--- src/rtl/div_unit_pkg.sv ---
// Shared types and helpers for the EX-side multi-cycle divider.
// Holds state encodings plus the one-step restoring-division datapath.
package div_unit_pkg;

    localparam int RegWidth       = 32;
    localparam int DoubleRegWidth = 64;
    localparam int DivStateWidth  = 2;
    localparam int DivCntWidth    = 5;

    typedef enum logic [DivStateWidth-1:0] {
        DIV_IDLE = 2'd0,
        DIV_BUSY = 2'd1,
        DIV_DONE = 2'd2
    } div_state_e;

    // Partial remainder carries one guard bit so the trial subtraction sign is visible.
    typedef struct packed {
        logic [RegWidth:0]   rem;
        logic [RegWidth-1:0] quo;
    } div_part_t;

    function automatic logic [RegWidth-1:0] cond_neg(input logic [RegWidth-1:0] v,
                                                     input logic             neg);
        cond_neg = neg ? (~v + 32'd1) : v;
    endfunction

    function automatic div_part_t div_step(input div_part_t           cur,
                                           input logic [RegWidth-1:0] dvs);
        div_part_t           nxt;
        logic [RegWidth:0]   shifted;
        logic [RegWidth:0]   diff;
        shifted = {cur.rem[RegWidth-1:0], cur.quo[RegWidth-1]};
        diff    = shifted - {1'b0, dvs};
        nxt.quo = {cur.quo[RegWidth-2:0], 1'b0};
        if (!diff[RegWidth]) begin
            nxt.rem    = diff;
            nxt.quo[0] = 1'b1;
        end else begin
            nxt.rem = shifted;
        end
        div_step = nxt;
    endfunction

endpackage

--- src/rtl/div_unit.sv ---
// Radix-2 restoring 32-bit divider beside EX; returns {remainder, quotient}
// 33 cycles after start (1 cycle for a zero divisor), with a one-cycle done strobe.
module div_unit
    import div_unit_pkg::*;
#(
    parameter int DATA_WIDTH = RegWidth
) (
    input  logic                    clk,
    input  logic                    rst,
    input  logic [DATA_WIDTH-1:0]   div_data1_i,
    input  logic [DATA_WIDTH-1:0]   div_data2_i,
    input  logic                    div_signed_i,
    input  logic                    div_start_i,
    input  logic                    div_cancel_i,
    output logic [2*DATA_WIDTH-1:0] div_result_o,
    output logic                    div_done_o
);

    div_state_e              state_q, state_d;
    logic [DivCntWidth-1:0]  cnt_q, cnt_d;
    div_part_t               part_q, part_d;
    logic [DATA_WIDTH-1:0]   dvs_q, dvs_d;
    logic                    neg_quo_q, neg_quo_d;
    logic                    neg_rem_q, neg_rem_d;
    logic [2*DATA_WIDTH-1:0] result_q, result_d;
    logic                    done_q, done_d;
    div_part_t               step_s;
    logic                    d1_neg_s;
    logic                    d2_neg_s;

    assign step_s   = div_step(part_q, dvs_q);
    assign d1_neg_s = div_signed_i & div_data1_i[DATA_WIDTH-1];
    assign d2_neg_s = div_signed_i & div_data2_i[DATA_WIDTH-1];

    // Next-state, datapath and registered-output computation.
    always_comb begin
        state_d   = state_q;
        cnt_d     = cnt_q;
        part_d    = part_q;
        dvs_d     = dvs_q;
        neg_quo_d = neg_quo_q;
        neg_rem_d = neg_rem_q;
        result_d  = result_q;
        done_d    = 1'b0;
        if (div_cancel_i) begin
            state_d = DIV_IDLE;
        end else begin
            case (state_q)
                DIV_IDLE: begin
                    if (div_start_i) begin
                        dvs_d     = cond_neg(div_data2_i, d2_neg_s);
                        neg_quo_d = d1_neg_s ^ d2_neg_s;
                        neg_rem_d = d1_neg_s;
                        if (div_data2_i == {DATA_WIDTH{1'b0}}) begin
                            // Zero divisor: all-ones quotient, raw dividend as remainder.
                            state_d  = DIV_DONE;
                            result_d = {div_data1_i, {DATA_WIDTH{1'b1}}};
                            done_d   = 1'b1;
                        end else begin
                            state_d    = DIV_BUSY;
                            cnt_d      = {DivCntWidth{1'b0}};
                            part_d.rem = {(DATA_WIDTH+1){1'b0}};
                            part_d.quo = cond_neg(div_data1_i, d1_neg_s);
                        end
                    end else begin
                        state_d = DIV_IDLE;
                    end
                end
                DIV_BUSY: begin
                    part_d = step_s;
                    cnt_d  = cnt_q + 5'd1;
                    if (cnt_q == 5'd31) begin
                        state_d  = DIV_DONE;
                        done_d   = 1'b1;
                        result_d = {cond_neg(step_s.rem[DATA_WIDTH-1:0], neg_rem_q),
                                    cond_neg(step_s.quo, neg_quo_q)};
                    end else begin
                        state_d = DIV_BUSY;
                    end
                end
                DIV_DONE: begin
                    state_d = DIV_IDLE;
                end
                default: begin
                    state_d = DIV_IDLE;
                end
            endcase
        end
    end

    // State and datapath registers.
    always_ff @(posedge clk or negedge rst) begin
        if (!rst) begin
            state_q   <= DIV_IDLE;
            cnt_q     <= {DivCntWidth{1'b0}};
            part_q    <= '0;
            dvs_q     <= {DATA_WIDTH{1'b0}};
            neg_quo_q <= 1'b0;
            neg_rem_q <= 1'b0;
            result_q  <= {(2*DATA_WIDTH){1'b0}};
            done_q    <= 1'b0;
        end else begin
            state_q   <= state_d;
            cnt_q     <= cnt_d;
            part_q    <= part_d;
            dvs_q     <= dvs_d;
            neg_quo_q <= neg_quo_d;
            neg_rem_q <= neg_rem_d;
            result_q  <= result_d;
            done_q    <= done_d;
        end
    end

    assign div_result_o = result_q;
    assign div_done_o   = done_q;

endmodule

--- config.mk ---
export PLATFORM = sky130hd
export DESIGN_NAME = div_unit
export DESIGN_NICKNAME = d
export VERILOG_FILES = /design/src/rtl/div_unit_pkg.sv /design/src/rtl/div_unit.sv
export SDC_FILE = /design/constraint.sdc
export NUM_CORES = 1
export LEC_CHECK = 0
export ABC_AREA = 1
export ABC_CLOCK_PERIOD_IN_PS = 5600
export BUFFER_PORTS_ARGS = -buffer_cell sky130_fd_sc_hd__buf_2
export CORE_MARGIN = 8
export CORE_UTILIZATION = 25
export DETAILED_ROUTE_END_ITERATION = 10
export HOLD_SLACK_MARGIN = 0.05
export PLACE_DENSITY_LB_ADDON = 0.2
export SETUP_SLACK_MARGIN = 0.05
export SYNTH_ARGS = -nofsm -noshare
export SYNTH_HDL_FRONTEND = slang
export SYNTH_SLANG_ARGS = --single-unit
export TNS_END_PERCENT = 100
--- constraint.sdc ---
create_clock -name clk -period 5.6 [get_ports clk]
set_input_delay 0.56 -clock clk [delete_from_list [all_inputs] [get_ports clk]]
set_output_delay 0.56 -clock clk [all_outputs]
set_load 0.005 [all_outputs]
Word-level counts from Yosys, hierarchy flattened
Cells that the tools add are included.

$add $sub $neg: 6. Equal/unequal tests: 6. Multiplexer cells: 26. Bitwise gates (word level): 8. Reduce and logical (&&, ||, !) cells: 6.

Operators by type and width (number): two-way mux 64 bit (5); one-hot mux 64 bit (2 select lines) (2); two-way mux 32 bit (5); adder 32 x 1 -> 32 bit (second input constant) (4); inverter 32 bit (4); subtractor 33 x 32 -> 33 bit (1); zero test 32 bit (1); two-way mux 5 bit (2); one-hot mux 5 bit (2 select lines) (1); two-way mux 2 bit (4); inequality test 2 bit (second input constant) (4); adder 5 x 1 -> 5 bit (second input constant) (1); == test 5 bit (second input constant) (1); two-way mux 1 bit (5); AND reduction 5 bit (1); one-hot mux 2 bit (2 select lines) (1); AND reduction 4 bit (1); AND reduction 3 bit (1); AND 1 bit (2); == test 2 x 1 -> 1 bit (second input constant) (1); zero test 2 bit (1); one-hot mux 1 bit (2 select lines) (1); nonzero test 2 bit (1); inverter 1 bit (1); bitwise XOR 1 bit (1).

Register bits after elaboration: 170. Input port bits: 69. Output and inout port bits: 65. Logic and storage cells: 61.

Longest topological paths before layout
Depth in word-level cells: 7. Depth in mapped cells: 30. Mapped depth without buffers: 28.

Worst setup path after synthesis
No wires, ideal clock.

Path type: register to register. Start: register part_q[31] in the netlist's numbering. End: register result_q[26] (netlist: div_result_o[26]). Setup time: 0.120 ns. Arrival: 3.858 ns. Data required time: 5.480 ns. Path slack: 1.623 ns. Cell stages (with the launch flop): 30. Path buffers: 2. Clock period less this slack: 3.977 ns. Cell sequence: dfrtp_1 -> inv_1 -> ha_1 -> inv_1 -> fa_1 -> nand2_1 -> nand2_1 -> nand3_1 -> nand2_1 -> nand2_2 -> nand2_4 -> nand2_4 -> nand3_4 -> nand2_2 -> buf_6 -> buf_2 -> ha_1 -> inv_1 -> nor3_1 -> nand3_1 -> inv_1 -> nand4_1 -> or2_2 -> nor2_1 -> nand4_1 -> nand2_1 -> o21ai_0 -> xor2_1 -> o22ai_1 -> inv_1.

Cells in the longest elaborated chain, start to end: 7.

Ends and longest elaborated chain: from (decl) (RTL line div_unit.sv:21) `div_part_t part_q, part_d;`; from (signal assigned) (RTL line div_unit.sv:105) `part_q <= part_d;`; subtractor 33 x 32 -> 33 bit (RTL line div_unit_pkg.sv:33) `diff = shifted - {1'b0, dvs};`; two-way mux 1 bit (RTL line div_unit_pkg.sv:35) `if (!diff[RegWidth]) begin`; inverter 32 bit (RTL line div_unit_pkg.sv:24) `cond_neg = neg ? (~v + 32'd1) : v;`; adder 32 x 1 -> 32 bit (RTL line div_unit_pkg.sv:24); two-way mux 32 bit (RTL line div_unit_pkg.sv:24); two-way mux 64 bit (RTL line div_unit.sv:72) `if (cnt_q == 5'd31) begin`; one-hot mux 64 bit (2 select lines) (RTL line div_unit.sv:48) `case (state_q)`; to (signal assigned) (RTL line div_unit.sv:100) `result_q <= {(2*DATA_WIDTH){1'b0}};`; to (signal assigned) (RTL line div_unit.sv:109) `result_q <= result_d;`; to (decl) (RTL line div_unit.sv:25) `logic [2*DATA_WIDTH-1:0] result_q, result_d;`.

Every way passes these cells. The select of a mux whose other input is x is not followed. A chain may end at the register's enable or synchronous reset.

Worst setup path after layout
Same ends and word-level chain as after synthesis.

==> results.txt <==
----------------------------------------------------
[Outcome]
  Outcome ... finished clean

[Synth]
  List of most frequent post-synthesis cells ... nand2_1 (708), inv_1 (289), dfrtp_1 (169), nor2_1 (167), nand3_1 (144)
  Synth warn ... 0
  Adder and majority gate portion of the synthesized area ... 0.0368
  Cell types occupying the most area after synthesis ... dfrtp_1 (31%), nand2_1 (20%), inv_1 (8.1%), nand3_1 (5.4%), nor2_1 (4.7%)
  Yosys top cell by area ... dfrtp_1
  Synth Net Count ... 2223
  Most instantiated flip-flop cell in the synthesis netlist ... dfrtp_1
  Synthesized netlist cell count ... 2115
  Mean area per synthesized cell ... 6.36 um^2
  Combinational family with the most area after synthesis ... simple AND/OR/NAND/NOR gates
  Synthesized-area fraction occupied by xor and xnor cells ... 0.0397
  Register bit total from synthesis ... 169
  Simple-Gate Fraction of Synth Area ... 0.358
  Cell with the most instances after synthesis ... nand2_1
  Post-synth EDFFs ... 0
  Compound-Gate Fraction of Synth Area ... 0.141
  Register area share after synthesis ... 0.314
  Asr flop ratio synth ... 1.00
  Post-synthesis mux area share ... 0
  Cell Area, Synth ... 13500 um^2
  Top-area cell type share of the netlist area ... 0.314
  Synth cell types ... 58

[Finish]
  Number of cells in the finished layout apart from fillers ... 2915
  Nets ... 2313
  Area overhead of the layout relative to synthesis ... 14.3%
  Fillcell total ... 6002
  Share of layout cells above drive strength 1 ... 0.112

[Floorplan]
  Width of the die ... 248 um
  Number of rows created at floorplan ... 85
  DIE HEIGHT ... 248 um
  Area of the placeable core ... 53500 um^2
  # IOs ... 134
  Area of the die ... 61500 um^2
  Starting utilization of the core area ... 0.252

[Power and ir drop]
  Overall power consumption ... 10.3 mW
  Switching power as a share of total power ... 0.564
  Flop pwr share ... 0.197
  Pwr/cell area ... 672 nW/um^2
  Logic gate share of total power ... 0.681
  Cell leakage power ... 8.02 nW
  Worst vdd rail ir drop ... 0.000398 V
  Fraction of power consumed by the clock network ... 0.121
  Switching power ... 5.84 mW
  Cell Int Power ... 4.51 mW

[Run]
  Max-capacitance violation count ... 0

[Global route]
  Wire length of the first global-routing pass ... 74800 um
  Antenna violations before repair ... 0
  Largest net degree at the start of global routing ... 97
  Remaining global-route overflow ... 0
  Vias in the first global route ... 13043
  Global-route usage over all layers ... 0.158

[Clock network]
  Clock tree from TritonCTS ... built
  Source-to-sink clock delay at the later pin of the worst-skew pair ... 0.49 ns
  Buffers from clock root to sink, at most ... 2
  CTS root buf ... clkbuf_16
  Clock H-tree levels ... 4
  Post-CTS clock slew at the launch and capture registers of the worst setup and hold paths ... 0.07 ns
  Count of instances resized after the clock tree is built ... 0
  Hold-fix buffers, CTS ... 0
  Buffers inserted by post-CTS timing repair ... 0
  Total clock sinks ... 169
  Clock buffers created by TritonCTS ... 17

[Timing]
  Final worst path period need ... 4.48 ns
  Tightest Pin Transition ... 1.16 ns
  Max transition margin ... 0.227
  # setup viols final ... 0
  Achievable clock frequency ... 223 MHz
  Hold Violations, Final ... 0
  Unrepaired setup endpoints after global routing ... no
  Max-slew violation count ... 0
  Clk_skew ... 0.0138 ns
  Period Utilization, post-route ... 0.800
  Setup TNS after final layout ... 0 ns

[Drt]
  Post-route antenna net violation count ... 0
  Drt drc ... 0
  Violation count after the first detailed-route iteration ... 780
  First-pass DRT Iterations ... 7
  WL per Instance ... 16.5 um
  Via-to-Cell Ratio ... 4.64
  Routed WL ... 48200 um
  Via count ... 13520

[Setup path]
  Critical path buffers and inverters ... 5
  Cell occurring most often along the worst timing path ... inv_1
  Setup crit end kind ... register
  Crit path max fanout ... 7
  Kind of start point of the critical path ... register
  Delay of the slowest critical-path stage ... 0.42 ns
  Worst path slowest cell ... fa_1
  Critical Setup Path Class ... register to register
  Required arrival time at the worst endpoint ... 5.97 ns
  Worst EP arrival ... 4.85 ns
  Crit path max-delay family ... simple AND/OR/NAND/NOR gates

[Hold path]
  Hold crit path type ... input pin to asynchronous set/reset pin

[Placed design]
  Number of port buffers ... 133
  Final HPWL from detailed placement ... 37500 um
  GPL Wtd Cong ... 0.871
  Placed Cells incl. Taps ... 2882

----------------------------------------------------
==> final cells by class <==
| cell class | count | area, um^2 | area share |
|---|---|---|---|
| timing repair buffer | 147 | 790 | 0.0513 |
| multi-input combinational | 1565 | 7760 | 0.504 |
| antenna | 1 | 2.50 | 0.000163 |
| clock buffer | 18 | 429 | 0.0279 |
| inverter | 305 | 1150 | 0.0745 |
| tap | 696 | 871 | 0.0566 |
| sequential | 169 | 4230 | 0.275 |
| clock inverter | 14 | 158 | 0.0102 |
==> logic make-up (layout without fill, tap and decap cells) <==
| kind of cell | after synthesis | count (layout) |
|---|---|---|
| other cells | 0 | 1 |
| buf+inv | 381 | 484 |
| fa+ha+maj | 39 | 39 |
| simple gates | 1145 | 1145 |
| compound gates | 320 | 320 |
| xor+xnor | 61 | 61 |
| flops | 169 | 169 |
==> worst paths after layout <==
check                                  from               end  slack [ns]  cells past startpoint
min reg2reg                div_result_o[36]  div_result_o[36]        0.48                      2
max reg2reg                      part_q[31]  div_result_o[26]        1.12                     27
min                                     rst   div_result_o[9]        0.08                      1
max in group asynchronous               rst         dvs_q[22]        4.45                      2
min in group clk            div_data2_i[30]         dvs_q[30]        0.39                      3
max                              part_q[31]  div_result_o[26]        1.12                     27
==> state kept, by name, indices dropped and copies added (netlist names) <==
name and flops:
cnt_q 5, div_done_o 1, div_result_o 64, dvs_q 32, neg_quo_q 1, neg_rem_q 1, part_q 64, state_q 1
==> per-stage QoR <==
stage / utilization / cell area (um^2) / hold WS, ns / setup slack [ns]
after floorplan: - / 13500 / 0.264 / 1.62
after CTS: 0.288 / 15400 / 0.103 / 1.12
after detailed placement: 0.277 / 14800 / 0.461 / 1.15
final: 0.288 / 15400 / 0.0839 / 1.12
after global placement: 0.277 / 14800 / 0.458 / 1.20
after global routing: 0.288 / 15400 / 0.136 / 0.737
==> cells in the final DEF (no fill, tap or decap), drive strengths merged, types with 2 or more instances in the layout <==
| cell type | n |
|---|---|
| a21o | 2 |
| a21oi | 76 |
| a2bb2oi | 3 |
| a311oi | 3 |
| a31oi | 10 |
| a32o | 2 |
| a41oi | 2 |
| and2 | 3 |
| and3 | 4 |
| buf | 147 |
| bufinv | 2 |
| clkbuf | 18 |
| clkinv | 7 |
| clkinvlp | 2 |
| dfrtp | 169 |
| ha | 38 |
| inv | 308 |
| nand2 | 728 |
| nand3 | 146 |
| nand4 | 16 |
| nor2 | 177 |
| nor3 | 47 |
| nor4 | 13 |
| o211ai | 10 |
| o21ai | 145 |
| o21bai | 3 |
| o221ai | 15 |
| o22a | 2 |
| o22ai | 32 |
| o31ai | 9 |
| o41ai | 2 |
| or2 | 10 |
| xnor2 | 16 |
| xor2 | 45 |
==> per-layer routing <==
| metal | global-route usage | share of wire |
|---|---|---|
| met3 | 0.0301 | 0.046 |
| met2 | 0.248 | 0.44 |
| met4 | 0.0543 | 0.023 |
| met1 | 0.216 | 0.49 |
| met5 | 0 | 0 |
==> power by group through the flow <==
stage          Clock (mW)  Combinational (mW)  Sequential (mW)
2_1_floorplan           0                5.15             1.95
3_3_place_gp            0                7.03             2.05
3_5_place_dp            0                7.03             2.07
4_1_cts              1.30                7.06             2.05
5_1_grt              1.35                7.98             2.10
6_report             1.25                7.05             2.04
No activity file was read; power rests on OpenSTA's default activity.
